**src/rtl/wei_row_sequencer_if.sv**
```systemverilog
// wei_row_sequencer_if: flag intake, decoder control and PE-side bundle.
// Optional WEI_SEQ_PERF_CNT_EN adds the performance counter outputs.
interface wei_row_sequencer_if #(
  parameter int FLAG_W  = 9,
  parameter int INDEX_W = 2
);
  logic               mode;
  logic               flag_vld;
  logic [FLAG_W-1:0]  flag_data;
  logic               flag_rdy;
  logic               pe_rdy;
  logic               wr_req_wei_flag;
  logic [FLAG_W-1:0]  wr_data_wei_flag;
  logic               en;
  logic [2:0]         state;
  logic [2:0]         next_state;
  logic [INDEX_W-1:0] count_val_num;
  logic [INDEX_W-1:0] wei_row_index;
  logic               wei_vld;
  logic               row_cal_done;
  logic               kernel_done;
  logic               busy;
`ifdef WEI_SEQ_PERF_CNT_EN
  logic [15:0]        perf_issue_cnt;
  logic [15:0]        perf_stall_cnt;
`endif

  modport master (
    output mode, flag_vld, flag_data, pe_rdy,
    input  flag_rdy, wr_req_wei_flag,
    input  wr_data_wei_flag, en, state,
    input  next_state, count_val_num,
    input  wei_row_index, wei_vld,
    input  row_cal_done, kernel_done, busy
`ifdef WEI_SEQ_PERF_CNT_EN
    , input perf_issue_cnt, perf_stall_cnt
`endif
  );

  modport slave (
    input  mode, flag_vld, flag_data, pe_rdy,
    output flag_rdy, wr_req_wei_flag,
    output wr_data_wei_flag, en, state,
    output next_state, count_val_num,
    output wei_row_index, wei_vld,
    output row_cal_done, kernel_done, busy
`ifdef WEI_SEQ_PERF_CNT_EN
    , output perf_issue_cnt, perf_stall_cnt
`endif
  );
endinterface

```
**src/rtl/wei_row_sequencer.sv**
```systemverilog
// wei_row_sequencer: row-walk control FSM for the sparse 3x3 weight decoder.
// Define WEI_SEQ_PERF_CNT_EN to add saturating issue/stall counters.
module wei_row_sequencer #(
  parameter int KERNEL_W = 3,
  parameter int INDEX_W  = 2,
  parameter int FLAG_W   = 9
) (
  input logic clk,
  input logic reset,
  wei_row_sequencer_if.slave bus
);
  localparam logic [2:0] IDLE = 3'd0;
  localparam logic [2:0] LOAD = 3'd1;
  localparam logic [2:0] COMP = 3'd2;
  localparam logic [2:0] TRAN = 3'd3;
  localparam logic [2:0] DONE = 3'd4;

  localparam logic [INDEX_W-1:0] ONE =
    INDEX_W'(1);
  localparam logic [INDEX_W-1:0] LAST_ROW =
    INDEX_W'(KERNEL_W - 1);

  logic [2:0]         state_q, state_d;
  logic [INDEX_W-1:0] count_q, count_d;
  logic [INDEX_W-1:0] row_q, row_d;
  logic               ld_q, ld_d;
  logic               wr_req_q, wr_req_d;
  logic [FLAG_W-1:0]  flag_q, flag_d;

  logic [KERNEL_W-1:0] row_bits;
  logic [INDEX_W-1:0]  n_r;
  logic [INDEX_W-1:0]  n_last;
  logic                flag_rdy;
  logic                wei_vld;
  logic                row_cal_done;
  logic                kernel_done;
  logic                en;

  // Select current row's flags and count its nonzeros
  always_comb begin
    row_bits = '0;
    for (int r = 0; r < KERNEL_W; r++) begin
      if (row_q == INDEX_W'(r))
        row_bits =
          flag_q[FLAG_W-1-r*KERNEL_W -: KERNEL_W];
    end
    n_r = '0;
    for (int i = 0; i < KERNEL_W; i++)
      n_r = n_r + INDEX_W'(row_bits[i]);
    n_last = n_r - ONE;
  end

  // Next-state, counter and output decode
  always_comb begin
    state_d      = state_q;
    count_d      = count_q;
    row_d        = row_q;
    ld_d         = 1'b0;
    wr_req_d     = 1'b0;
    flag_d       = flag_q;
    flag_rdy     = 1'b0;
    wei_vld      = 1'b0;
    row_cal_done = 1'b0;
    kernel_done  = 1'b0;
    en           = 1'b0;
    case (state_q)
      IDLE: begin
        flag_rdy = bus.mode;
        if (bus.flag_vld && bus.mode) begin
          flag_d   = bus.flag_data;
          wr_req_d = 1'b1;
          state_d  = LOAD;
        end
      end
      LOAD: begin
        en   = 1'b1;
        ld_d = 1'b1;
        if (ld_q) begin
          ld_d    = 1'b0;
          state_d = COMP;
          row_d   = '0;
          count_d = '0;
        end
      end
      COMP: begin
        en = 1'b1;
        if (n_r == '0) begin
          row_cal_done = 1'b1;
          state_d      = TRAN;
          count_d      = '0;
        end else if (bus.pe_rdy) begin
          wei_vld = 1'b1;
          if (count_q == n_last) begin
            row_cal_done = 1'b1;
            state_d      = TRAN;
            count_d      = '0;
          end else begin
            count_d = count_q + ONE;
          end
        end
      end
      TRAN: begin
        en      = 1'b1;
        count_d = '0;
        if (row_q == LAST_ROW) begin
          row_d   = '0;
          state_d = DONE;
        end else begin
          row_d   = row_q + ONE;
          state_d = COMP;
        end
      end
      DONE: begin
        kernel_done = 1'b1;
        state_d     = IDLE;
      end
      default: begin
        state_d = IDLE;
        count_d = '0;
        row_d   = '0;
      end
    endcase
    if (!bus.mode) begin
      state_d      = IDLE;
      count_d      = '0;
      row_d        = '0;
      ld_d         = 1'b0;
      wei_vld      = 1'b0;
      row_cal_done = 1'b0;
      kernel_done  = 1'b0;
    end
    if (!reset) begin
      state_d  = IDLE;
      flag_rdy = 1'b0;
    end
  end

  // Control state registers
  always_ff @(posedge clk or negedge reset) begin
    if (!reset) begin
      state_q  <= IDLE;
      count_q  <= '0;
      row_q    <= '0;
      ld_q     <= 1'b0;
      wr_req_q <= 1'b0;
      flag_q   <= '0;
    end else begin
      state_q  <= state_d;
      count_q  <= count_d;
      row_q    <= row_d;
      ld_q     <= ld_d;
      wr_req_q <= wr_req_d;
      flag_q   <= flag_d;
    end
  end

  assign bus.flag_rdy         = flag_rdy;
  assign bus.wr_req_wei_flag  = wr_req_q;
  assign bus.wr_data_wei_flag = flag_q;
  assign bus.en               = en;
  assign bus.state            = state_q;
  assign bus.next_state       = state_d;
  assign bus.count_val_num    = count_q;
  assign bus.wei_row_index    = row_q;
  assign bus.wei_vld          = wei_vld;
  assign bus.row_cal_done     = row_cal_done;
  assign bus.kernel_done      = kernel_done;
  assign bus.busy             = state_q != IDLE;

`ifdef WEI_SEQ_PERF_CNT_EN
  logic [15:0] issue_q, issue_d;
  logic [15:0] stall_q, stall_d;
  logic        stall_ev;

  // Saturating issue and stall counters
  always_comb begin
    stall_ev = (state_q == COMP) && (n_r != '0)
            && !bus.pe_rdy && bus.mode;
    issue_d = issue_q;
    stall_d = stall_q;
    if (wei_vld && issue_q != 16'hFFFF)
      issue_d = issue_q + 16'd1;
    if (stall_ev && stall_q != 16'hFFFF)
      stall_d = stall_q + 16'd1;
  end

  // Counter registers
  always_ff @(posedge clk or negedge reset) begin
    if (!reset) begin
      issue_q <= '0;
      stall_q <= '0;
    end else begin
      issue_q <= issue_d;
      stall_q <= stall_d;
    end
  end

  assign bus.perf_issue_cnt = issue_q;
  assign bus.perf_stall_cnt = stall_q;
`endif
endmodule

```
**src/flat_wrapper.sv**
```systemverilog
// flat-port wrapper written by rule: the top's interface ports become plain ports
module wei_row_sequencer_flat 
#(
  parameter int KERNEL_W = 3,
  parameter int INDEX_W  = 2,
  parameter int FLAG_W   = 9
)
  (clk, reset, bus_mode, bus_flag_vld, bus_flag_data, bus_pe_rdy, bus_flag_rdy, bus_wr_req_wei_flag, bus_wr_data_wei_flag, bus_en, bus_state, bus_next_state, bus_count_val_num, bus_wei_row_index, bus_wei_vld, bus_row_cal_done, bus_kernel_done, bus_busy);
  wei_row_sequencer_if #(.FLAG_W(FLAG_W), .INDEX_W(INDEX_W)) bus_i ();
  input logic clk;
  input logic reset;
  input wire logic [$bits(bus_i.mode)-1:0] bus_mode;
  input wire logic [$bits(bus_i.flag_vld)-1:0] bus_flag_vld;
  input wire logic [$bits(bus_i.flag_data)-1:0] bus_flag_data;
  input wire logic [$bits(bus_i.pe_rdy)-1:0] bus_pe_rdy;
  output wire logic [$bits(bus_i.flag_rdy)-1:0] bus_flag_rdy;
  output wire logic [$bits(bus_i.wr_req_wei_flag)-1:0] bus_wr_req_wei_flag;
  output wire logic [$bits(bus_i.wr_data_wei_flag)-1:0] bus_wr_data_wei_flag;
  output wire logic [$bits(bus_i.en)-1:0] bus_en;
  output wire logic [$bits(bus_i.state)-1:0] bus_state;
  output wire logic [$bits(bus_i.next_state)-1:0] bus_next_state;
  output wire logic [$bits(bus_i.count_val_num)-1:0] bus_count_val_num;
  output wire logic [$bits(bus_i.wei_row_index)-1:0] bus_wei_row_index;
  output wire logic [$bits(bus_i.wei_vld)-1:0] bus_wei_vld;
  output wire logic [$bits(bus_i.row_cal_done)-1:0] bus_row_cal_done;
  output wire logic [$bits(bus_i.kernel_done)-1:0] bus_kernel_done;
  output wire logic [$bits(bus_i.busy)-1:0] bus_busy;
  assign bus_i.mode = bus_mode;
  assign bus_i.flag_vld = bus_flag_vld;
  assign bus_i.flag_data = bus_flag_data;
  assign bus_i.pe_rdy = bus_pe_rdy;
  assign bus_flag_rdy = bus_i.flag_rdy;
  assign bus_wr_req_wei_flag = bus_i.wr_req_wei_flag;
  assign bus_wr_data_wei_flag = bus_i.wr_data_wei_flag;
  assign bus_en = bus_i.en;
  assign bus_state = bus_i.state;
  assign bus_next_state = bus_i.next_state;
  assign bus_count_val_num = bus_i.count_val_num;
  assign bus_wei_row_index = bus_i.wei_row_index;
  assign bus_wei_vld = bus_i.wei_vld;
  assign bus_row_cal_done = bus_i.row_cal_done;
  assign bus_kernel_done = bus_i.kernel_done;
  assign bus_busy = bus_i.busy;
  wei_row_sequencer #(.KERNEL_W(KERNEL_W), .INDEX_W(INDEX_W), .FLAG_W(FLAG_W)) u_core (.clk(clk), .reset(reset), .bus(bus_i));
endmodule
```
**config.mk**
```make
export PLATFORM = sky130hd
export DESIGN_NAME = wei_row_sequencer_flat
export DESIGN_NICKNAME = d
export VERILOG_FILES = /design/src/rtl/wei_row_sequencer_if.sv /design/src/rtl/wei_row_sequencer.sv /design/src/flat_wrapper.sv
export SDC_FILE = /design/constraint.sdc
export NUM_CORES = 1
export LEC_CHECK = 0
export ABC_CLOCK_PERIOD_IN_PS = 2900
export BUFFER_PORTS_ARGS = -buffer_cell sky130_fd_sc_hd__buf_4
export CORE_MARGIN = 2
export CORE_UTILIZATION = 35
export DETAILED_ROUTE_END_ITERATION = 6
export GPL_TIMING_DRIVEN = 0
export PLACE_DENSITY = 0.68
export SLEW_MARGIN = 20
export SYNTH_ARGS = -nofsm -noshare
export SYNTH_HDL_FRONTEND = slang
export SYNTH_SLANG_ARGS = --single-unit
```
**constraint.sdc**
```tcl
create_clock -name clk -period 2.9 [get_ports clk]
set_clock_uncertainty 0.1 [all_clocks]
set_input_delay 0.29 -clock clk [delete_from_list [all_inputs] [get_ports clk]]
set_output_delay 0.29 -clock clk [all_outputs]
set_load 0.005 [all_outputs]
```
==> flow_metrics.py <==
metrics = {
    "placement": {
        "place_area_um2": 1340,
        "place.detailed.hpwl_mm": 1.80,
        "io_buffers": 39,
        "globalplace.congestion": 0.863,
        "place_inst": 161,
    },
    "finish": {
        "fillers": 257,
        "final_common_cell": "buf_4",
        "mostFrequentLayoutCells": "buf_4, dfrtp_1, mux2_2",
        "drive_gt1_frac": 0.533,
        "nNetsFinal": 155,
        "areaGrowthSynthToFinish_pct": 44.0,
        "final_util": 0.529,
        "instances_no_fill": 168,
        "diodes": 0,
        "final_area_um2": 1450,
    },
    "outcome": {
        "violations": "setup timing",
        "status": "finished with violations",
    },
    "sta": {
        "period_needed_ns": 3.16,
        "hold_viol_final": 0,
        "max_freq_mhz": 317,
        "period_share": 1.09,
        "rsz0062_at_grt": "true",
        "setup_violations": 2,
        "fin_hold_ws_ns": 0.124,
        "slew_headroom": 0.710,
        "slew_viol_final": 0,
        "fin_ws_ns": -0.257,
        "tightestPinTransition_ns": 0.425,
    },
    "critical_path": {
        "crit_type": "reg2out",
        "critPathRequiredTime_ns": 2.51,
        "worst_setup_path_start_kind": "flop",
        "r2r_cells": 9,
        "path_delay_family": "adder cells",
        "cp_slowest_stage_delay_ns": 0.64,
        "end_kind": "output pin",
        "path_depth": 9,
        "path_buf_inv": 2,
        "crit_slowest_cell": "fa_2",
        "path_max_fanout": 7,
        "arrival_ns": 2.77,
        "crit_chain": "buf_8 -> nor2b_2 -> a21oi_2 -> fa_2 -> ha_4 -> xor2_2 -> nand4_1 -> a221oi_2 -> buf_4",
    },
    "logic_synthesis": {
        "synth-seq-cells": 18,
        "syn_area_per_cell_um2": 11.0,
        "syn_nets": 107,
        "synth_cell_type_count": 35,
        "netlist_instances": 91,
        "yosys_warnings": 0,
        "ys_seq_area_frac": 0.448,
        "netlist_area_um2": 1000,
    },
    "route": {
        "ant_nets": 0,
        "drc": 0,
        "wirelength_mm": 2.41,
        "vias": 884,
        "via_per_inst": 5.26,
        "drtIter0Drc": 11,
        "routedWlPerCell_um": 14.3,
        "dr.pass1.iters": 3,
    },
    "global_routing": {
        "antenna_found_initial": 0,
        "grt.busiest_layer": "met2",
        "met3_usage": 0.0408,
        "grt_pass1_vias": 923,
        "met2_usage": 0.274,
        "overflow": 0,
        "track_usage": 0.162,
        "grt_max_degree": 20,
        "grt_pass1_wl_mm": 4.16,
        "met1_usage": 0.202,
    },
    "worst_hold_path": {
        "hold_depth": 2,
        "hold_path_class": "in2reg",
    },
    "clocking": {
        "clk_pin_slew_ns": 0.10,
        "numClockSinks": 18,
        "cts_max_level": 1,
        "clock_latency_ns": 0.29,
        "root_buffer": "clkbuf_4",
        "clockBufferDepth": 2,
        "cts_buffers": 3,
        "tritoncts": "yes",
    },
    "power_and_ir_drop": {
        "power.density_nw_per_um2": 495,
        "leakage_nw": 0.654,
        "vdd_drop_max_mv": 0.343,
    },
    "floorplanning": {
        "die_w_um": 57.6,
        "core_um2": 2730,
        "die_height_um": 57.6,
        "die_area_um2": 3320,
        "start_util": 0.368,
        "pin_count": 40,
        "core.rowCount": 19,
    },
    "job": {
        "maxCapViolCount": 0,
    },
}
## path summary, 6_finish.rpt
path	start	endpoint	slack [ns]
worst max-delay path	u_core.bus.wei_row_index[1]	bus_next_state[0]	-0.26
worst min-delay path	bus_flag_data[5]	u_core.bus.wr_data_wei_flag[5]	0.12
worst max register to register	u_core.bus.wei_row_index[1]	u_core.bus.count_val_num[1]	0.17
worst min register to register	u_core.ld_q	u_core.ld_q	0.43
max in group asynchronous	reset	u_core.bus.wei_row_index[0]	2.17
min in group asynchronous	reset	u_core.bus.wr_data_wei_flag[0]	0.31
## state kept, by name, summed over array words and instances, names as in the netlist
name	cells
u_core.bus.wr_req_wei_flag	1
u_core.bus.wr_data_wei_flag	9
u_core.bus.state	3
u_core.bus.count_val_num	2
u_core.bus.wei_row_index	2
u_core.ld_q	1
## worst reg2reg max path, cell delays in order (launching register included)
cell,delay [ns]
dfrtp_1,0.41
buf_8,0.14
nor2b_2,0.22
a21oi_2,0.10
fa_2,0.64
ha_4,0.23
xor2_2,0.15
buf_4,0.15
a2111oi_4,0.30
a311o_1,0.21
## kinds of logic (layout without fill, tap and decap cells)
family,after synthesis,in the layout,share of synthesized area
XOR/XNOR,2,2,0.0174
multiplexers,13,13,0.142
AND/OR/NAND/NOR,29,29,0.184
buffers and inverters,8,54,0.0349
flip-flops,18,18,0.448
adder cells (fa/ha/maj),2,2,0.0324
AO/OA/AOI/OAI,19,19,0.141
## where the power goes
part / internal (mW) / total [mW] / switching [mW]
clock: 0.0483 / 0.122 / 0.0741
combinational: 0.163 / 0.297 / 0.133
sequential: 0.275 / 0.297 / 0.0217
## what timing repair did
item	4_1_cts	5_1_grt
endpoints found under the setup margin	4	2
setup buffers	1	2
resized for setup	10	2
hold endpoints to repair	18	0
hold buffers	1	0
pin swaps	5	4
## routing by layer
metal  vias up  wire (µm)  part of all wire
li1        425          -                 -
met4         0         25             0.010
met1       424        990              0.41
met3         3        167             0.069
met2        32       1220              0.51
met5         -          0                 0
## metrics by stage
| stage | power [mW] | TNS (ns) | setup WS [ns] |
|---|---|---|---|
| after floorplan | 0.429 | 0 | 0.0201 |
| after global placement | 0.512 | -0.328 | -0.325 |
| after detailed placement | 0.522 | -0.437 | -0.354 |
| after CTS | 0.699 | -0.425 | -0.277 |
| after global routing | 0.768 | -0.756 | -0.428 |
| final | 0.716 | -0.433 | -0.257 |
## cell usage after synthesis
master,number,area share
and3_1,2,0.012
dfrtp_1,18,0.45
nor3_1,2,0.010
nor4_1,1,0.0062
or2_2,1,0.0062
xnor2_1,1,0.0087
ha_1,1,0.012
clkbuf_1,1,0.0037
nor2_2,1,0.0062
fa_1,1,0.020
mux2i_1,3,0.030
inv_1,5,0.019
nor2b_1,2,0.012
a2111oi_0,1,0.0087
buf_2,1,0.0050
nor2_1,6,0.022
nand2_1,6,0.022
and2b_2,1,0.0087
a311o_1,1,0.010
nand3_1,2,0.010
a31oi_1,1,0.0062
nand4bb_4,1,0.027
o21ai_0,5,0.025
a2111oi_4,1,0.027
a21oi_1,6,0.030
o21bai_1,1,0.0075
a221oi_1,1,0.0087
nand3_4,1,0.017
nor4bb_1,1,0.010
buf_4,1,0.0075
nand4_1,2,0.012
o2bb2ai_1,1,0.0087
xor2_1,1,0.0087
mux2_2,10,0.11
o32ai_1,1,0.0087
## cell type report
class	count	area, µm²	share of cell area
buffer	3	27.5	0.0190
sequential	18	452	0.312
multi-input combinational	65	562	0.388
clock buffer	3	22.5	0.0156
timing repair buffer	43	325	0.225
tap	31	38.8	0.0268
inverter	5	18.8	0.0130
Note: power is estimated with default switching activity, not from simulation.
